==> config.mk <==
export PLATFORM = sky130hd
export DESIGN_NAME = seq_restoring_divider
export DESIGN_NICKNAME = d
export VERILOG_FILES = /design/src/rtl/divider_pkg.sv /design/src/rtl/seq_restoring_divider_sub_borrow_stage.sv /design/src/rtl/seq_restoring_divider.sv
export SDC_FILE = /design/constraint.sdc
export NUM_CORES = 1
export LEC_CHECK = 0
export BUFFER_PORTS_ARGS = -buffer_cell sky130_fd_sc_hd__buf_2
export CORE_ASPECT_RATIO = 1.2
export CORE_MARGIN = 8
export CORE_UTILIZATION = 30
export CTS_CLUSTER_SIZE = 28
export DETAILED_ROUTE_END_ITERATION = 16
export PLACE_DENSITY_LB_ADDON = 0.15
export SYNTH_ARGS = -nofsm -noshare
export SYNTH_HDL_FRONTEND = slang
export SYNTH_SLANG_ARGS = --single-unit
==> constraint.sdc <==
create_clock -name clk -period 2.19 [get_ports clk]
set_clock_uncertainty 0.1 [all_clocks]
set_input_delay 0.1095 -clock clk [delete_from_list [all_inputs] [get_ports clk]]
set_output_delay 0.1095 -clock clk [all_outputs]
set_load 0.03 [all_outputs]
==> src/rtl/divider_pkg.sv <==
// Shared definitions for the sequential restoring divider.
//   state_t : controller states (IDLE, CALC, DONE)
//   clog2() : bit width needed to hold a step count of 0 .. value-1 (minimum 1)
package divider_pkg;

  typedef enum logic [1:0] {
    IDLE = 2'd0,
    CALC = 2'd1,
    DONE = 2'd2
  } state_t;

  function automatic int clog2(input int value);
    int r;
    r = 1;
    for (int i = 1; i < 31; i++) begin
      if ((1 << i) < value) r = i + 1;
    end
    return r;
  endfunction

endpackage

==> src/rtl/seq_restoring_divider_sub_borrow_stage.sv <==
// Ripple-borrow subtractor: diff = a - b, borrow_out set when a < b.
// Ports:
//   a, b       : N-bit unsigned operands
//   diff       : N-bit difference (modulo 2^N)
//   borrow_out : borrow out of the most significant bit
module sub_borrow_stage #(
  parameter int N = 5
) (
  input  logic [N-1:0] a,
  input  logic [N-1:0] b,
  output logic [N-1:0] diff,
  output logic         borrow_out
);

  logic [N:0] borrow;

  always_comb begin
    borrow = '0;
    diff   = '0;
    for (int i = 0; i < N; i++) begin
      diff[i]       = a[i] ^ b[i] ^ borrow[i];
      borrow[i + 1] = (~a[i] & b[i]) | (~(a[i] ^ b[i]) & borrow[i]);
    end
    borrow_out = borrow[N];
  end

endmodule

==> src/rtl/seq_restoring_divider.sv <==
// Multi-cycle unsigned restoring divider, one subtract-and-shift step per clock.
// Optional feature macro: DIVIDER_DBZ_EN (adds div_by_zero port and a
// one-cycle bypass for a zero divisor).
// Ports:
//   clk, rst_n           : clock, synchronous active-low reset
//   in_valid / in_ready  : operand handshake (in_ready high only in IDLE)
//   dividend, divisor    : unsigned operands, sampled on accept
//   out_valid / out_ready: result handshake (out_valid high only in DONE)
//   quotient, remainder  : registered results, stable while out_valid
//   busy                 : high in CALC and DONE
//   div_by_zero          : (DIVIDER_DBZ_EN only) result came from a zero divisor
//
// state | meaning
// IDLE  | waiting for an operand pair
// CALC  | one restoring step per cycle, cnt counts down to 0
// DONE  | result presented until out_ready
module seq_restoring_divider
  import divider_pkg::*;
#(
  parameter int WIDTH = 4
) (
  input  logic             clk,
  input  logic             rst_n,
  input  logic             in_valid,
  output logic             in_ready,
  input  logic [WIDTH-1:0] dividend,
  input  logic [WIDTH-1:0] divisor,
  output logic             out_valid,
  input  logic             out_ready,
  output logic [WIDTH-1:0] quotient,
  output logic [WIDTH-1:0] remainder,
  output logic             busy
`ifdef DIVIDER_DBZ_EN
  ,
  output logic             div_by_zero
`endif
);

  localparam int CW = clog2(WIDTH);
  localparam logic [CW-1:0] CNT_LOAD = CW'(WIDTH - 1);

  state_t state, state_next;

  logic [WIDTH-1:0] q_reg;
  logic [WIDTH-1:0] d_reg;
  logic [WIDTH:0]   r_reg;
  logic [CW-1:0]    cnt;

  logic [WIDTH:0]   s;
  logic [WIDTH:0]   diff;
  logic             borrow;
  logic             accept;
  logic             zero_bypass;

  // The partial remainder stays below the divisor, so its top bit never
  // reaches the outputs; it is kept only so R matches the subtractor width.
  logic unused_r_msb;
  assign unused_r_msb = r_reg[WIDTH];

  assign accept = in_valid && (state == IDLE);

`ifdef DIVIDER_DBZ_EN
  assign zero_bypass = (divisor == '0);
`else
  assign zero_bypass = 1'b0;
`endif

  // Next partial remainder candidate: shift in the next dividend bit.
  assign s = {r_reg[WIDTH-1:0], q_reg[WIDTH-1]};

  sub_borrow_stage #(
    .N(WIDTH + 1)
  ) u_sub (
    .a         (s),
    .b         ({1'b0, d_reg}),
    .diff      (diff),
    .borrow_out(borrow)
  );

  always_ff @(posedge clk) begin
    if (!rst_n) state <= IDLE;
    else        state <= state_next;
  end

  always_comb begin
    state_next = state;
    in_ready   = 1'b0;
    out_valid  = 1'b0;
    busy       = 1'b0;
    case (state)
      IDLE: begin
        in_ready = 1'b1;
        if (in_valid) state_next = zero_bypass ? DONE : CALC;
      end
      CALC: begin
        busy = 1'b1;
        if (cnt == '0) state_next = DONE;
      end
      DONE: begin
        busy      = 1'b1;
        out_valid = 1'b1;
        if (out_ready) state_next = IDLE;
      end
      default: state_next = IDLE;
    endcase
  end

  always_ff @(posedge clk) begin
    if (!rst_n) begin
      q_reg <= '0;
      d_reg <= '0;
      r_reg <= '0;
      cnt   <= '0;
    end else if (accept) begin
      d_reg <= divisor;
      cnt   <= CNT_LOAD;
      if (zero_bypass) begin
        q_reg <= '1;
        r_reg <= {1'b0, dividend};
      end else begin
        q_reg <= dividend;
        r_reg <= '0;
      end
    end else if (state == CALC) begin
      r_reg <= borrow ? s : diff;
      q_reg <= {q_reg[WIDTH-2:0], ~borrow};
      cnt   <= cnt - 1'b1;
    end
  end

`ifdef DIVIDER_DBZ_EN
  logic dbz_reg;

  always_ff @(posedge clk) begin
    if (!rst_n)      dbz_reg <= 1'b0;
    else if (accept) dbz_reg <= zero_bypass;
  end

  assign div_by_zero = dbz_reg;
`endif

  assign quotient  = q_reg;
  assign remainder = r_reg[WIDTH-1:0];

endmodule

==> metrics.md <==
| Metric | Value |
|---|---|
| Cell taking the most area after synthesis | `dfxtp_1` |
| Largest family of logic cells by synthesized area | `simple AND/OR/NAND/NOR gates` |
| Post-synth EDFFs | `0` |
| Die Y | `74.8 microns` |
| RSZ-0062 raised after global routing | `yes` |
| Gr ovfl total | `0` |
| Hpwl dp | `1460 microns` |
| Yosys top cell area share | `37.0%` |
| CTS sink cnt | `16` |
| Wire length per cell | `12.0 microns` |
| Syn_nets | `118` |
| Total power | `1.39 mW` |
| Worst slew pin tran | `0.501 ns` |
| DIE AREA | `4860 sq um` |
| Max layer used | `met4` |
| Initial antenna violation count | `0` |
| Remaining routing DRC violations | `0` |
| Pwr/cell area | `1150 nW/um^2` |
| Clock tree buffer depth | `2` |
| Final WS setup | `-0.125 ns` |
| Top-count cell post-synth | `nand2_1` |
| Metal1 wirelength | `927 microns` |
| Area of the core | `2760 sq um` |
| Max Clock Freq | `432 MHz` |
| Total GRT Usage | `9.16%` |
| Vias per std cell | `4.63` |
| Layout area overhead | `40.8%` |
| Max Cap Violations | `0` |
| Layout Nets | `156` |
| #FFs+latches synth | `16` |
| CP Class | `register to register` |
| Starting DRT DRC Count | `24` |
| Max-slew headroom | `66.6%` |
| Crit-path max FO | `2` |
| Hold Crit Class | `input pin to register` |
| Startpoint types | `register` |
| Post-place setup slack | `-0.100 ns` |
| Netlist Area Pre-Place | `865 sq um` |
| Final setup TNS | `-0.254 ns` |
| Slew Viols, Final | `0` |
| H-tree depth | `1` |
| CP required | `2.31 ns` |
| Post-route ant nets | `0` |
| Syn avg cell area | `8.82 sq um` |
| Status | `complete, but fails checks` |
| Cells after Synth | `98` |
| Multiplexer share of the synthesized area | `4.63%` |
| Met3 Wirelength | `126 microns` |
| Fin crit share | `106%` |
| DR pass1 iterations | `4` |
| Commonest cells in the netlist | `20 x nand2_1, 16 x dfxtp_1, 11 x inv_1` |
| Port Buffers | `22` |
| Synth Warn # | `0` |
| CP Data Arrival Time | `2.43 ns` |
| Clk_lat worst skew | `0.29 ns` |
| Vias in the first global route | `831` |
| Gp weighted congestion | `0.727` |
| Synth Area in XOR/XNOR | `1.01%` |
| Adder-cell area share of the yosys netlist | `14.2%` |
| Register area share after synthesis | `37.0%` |
| Period minus WS final | `2.32 ns` |
| Failing checks | `negative setup slack` |
| Die W | `65.0 microns` |
| FFs w/ async S/R, synth | `0%` |
| Crit end category | `register` |
| Simple-gate area share of the yosys netlist | `18.8%` |
| Peak supply drop | `0.000758 V` |
| Number of library cell types mapped by synthesis | `26` |
| Root Driver | `clkbuf_4` |
| Clock transition at path regs | `0.10 ns` |
| CTS tree | `yes` |
| Site Rows | `21` |
| Ys flop type | `dfxtp_1` |
| Setup violations, final | `4` |
| Layout cells sized above 1 | `32.6%` |
| Internal reg-to-reg setup slack | `-0.13 ns` |
| Routed WL | `2030 microns` |
| First-pass GRT wire length | `3550 microns` |
| Pin count of the biggest net entering global routing | `18` |
| Synth top area cells | `dfxtp_1 37%, nand2_1 8.7%, ha_1 7.2%, fa_1 6.9%, a21boi_0 5.2%` |
| Ant diodes | `0` |
| Fin Hold WS | `0.0728 ns` |
| WL met2 | `961 microns` |
| IO Pins | `23` |
| Leakage | `0.544 nW` |
| Total CTS buffers | `3` |
| Starting Density | `31.3%` |
| Compound-Gate Fraction of Synth Area | `16.9%` |
| Final Hold Vio Count | `0` |
| Detailed-route via count | `783` |
metrics by stage:
step / area, sq um / utilization [%] / cells
detailed placement: 1070 / 38.7 / 154
finish: 1220 / 44.1 / 169
global route: 1220 / 44.1 / 169
CTS: 1210 / 43.9 / 168
global placement: 1070 / 38.7 / 154
floorplan: 900 / - / 98
report_power, final:
| part | switching [mW] | internal [mW] | total [mW] |
|---|---|---|---|
| Clock | 0.0954 | 0.0708 | 0.166 |
| Sequential | 0.0599 | 0.372 | 0.432 |
| Combinational | 0.446 | 0.351 | 0.797 |
cell type report:
class                      instances  area, sq um
tap                               34         42.5
multi-input combinational         66          526
sequential                        16          325
fill                             283         1540
clock buffer                       4         26.3
inverter                          11         43.8
timing repair buffer              38          254
path summary, 6_finish.rpt:
| path | end | start | cells past startpoint |
|---|---|---|---|
| setup / recovery | r_reg[3] | quotient[3] | 7 |
| hold / removal | quotient[2] | rst_n | 2 |
| setup reg to reg | r_reg[3] | quotient[3] | 7 |
| hold reg to reg | state[0] | state[0] | 2 |
cells by family after synthesis:
group,Yosys count
AND/OR/NAND/NOR,34
buffers and inverters,16
AO/OA/AOI/OAI,19
flip-flops,16
XOR/XNOR,1
adder cells (fa/ha/maj),8
multiplexers,4
metal layers:
metal,vias to the layer above,track usage (%)
li1,400,-
met3,2,3.72
met4,0,4.85
met5,-,0
met1,366,9.60
met2,15,15.5
layout by cell type, fill, tap and decap left out:
| cell | Yosys | layout |
|---|---|---|
| a211o_1 | 1 | 1 |
| a21boi_0 | 6 | 6 |
| a21boi_1 | 1 | 1 |
| a21oi_1 | 1 | 1 |
| a222oi_1 | 1 | 1 |
| a31oi_1 | 3 | 3 |
| a32oi_1 | 1 | 1 |
| and2_1 | 1 | 1 |
| buf_2 | 3 | 22 |
| buf_4 | 0 | 7 |
| buf_6 | 0 | 1 |
| clkbuf_1 | 2 | 1 |
| clkbuf_4 | 0 | 3 |
| dfxtp_1 | 16 | 14 |
| dfxtp_2 | 0 | 1 |
| dfxtp_4 | 0 | 1 |
| dlygate4sd3_1 | 0 | 8 |
| fa_2 | 0 | 3 |
| ha_1 | 5 | 4 |
| ha_4 | 0 | 1 |
| inv_1 | 11 | 10 |
| inv_4 | 0 | 1 |
| mux2i_1 | 4 | 4 |
| nand2_1 | 20 | 20 |
| nand2b_1 | 4 | 3 |
| nand2b_4 | 0 | 1 |
| nand3_1 | 3 | 1 |
| nand3_2 | 0 | 2 |
| nand3b_1 | 3 | 3 |
| nor2_1 | 1 | 1 |
| nor2b_4 | 0 | 1 |
| o211a_1 | 3 | 3 |
| o211ai_1 | 1 | 1 |
| o21ai_0 | 1 | 1 |
| or3b_1 | 1 | 1 |
| xnor2_1 | 1 | 1 |
what timing repair did:
| action | CTS | global route |
|---|---|---|
| buffers inserted | 2 | 1 |
| pin swaps | 2 | 7 |
| endpoints found under the setup margin | 5 | 5 |
| hold buffers | 8 | 0 |
| endpoints found under the hold margin | 8 | 0 |
| gates resized for setup | 4 | 0 |
critical path: stages (launching register included):
cell and delay (ns):
dfxtp_4 0.37, inv_4 0.04, ha_4 0.14, fa_2 0.33
fa_2 0.34, fa_2 0.42, or3b_1 0.36, a21oi_1 0.14
No activity file was read; power rests on OpenSTA's default activity.
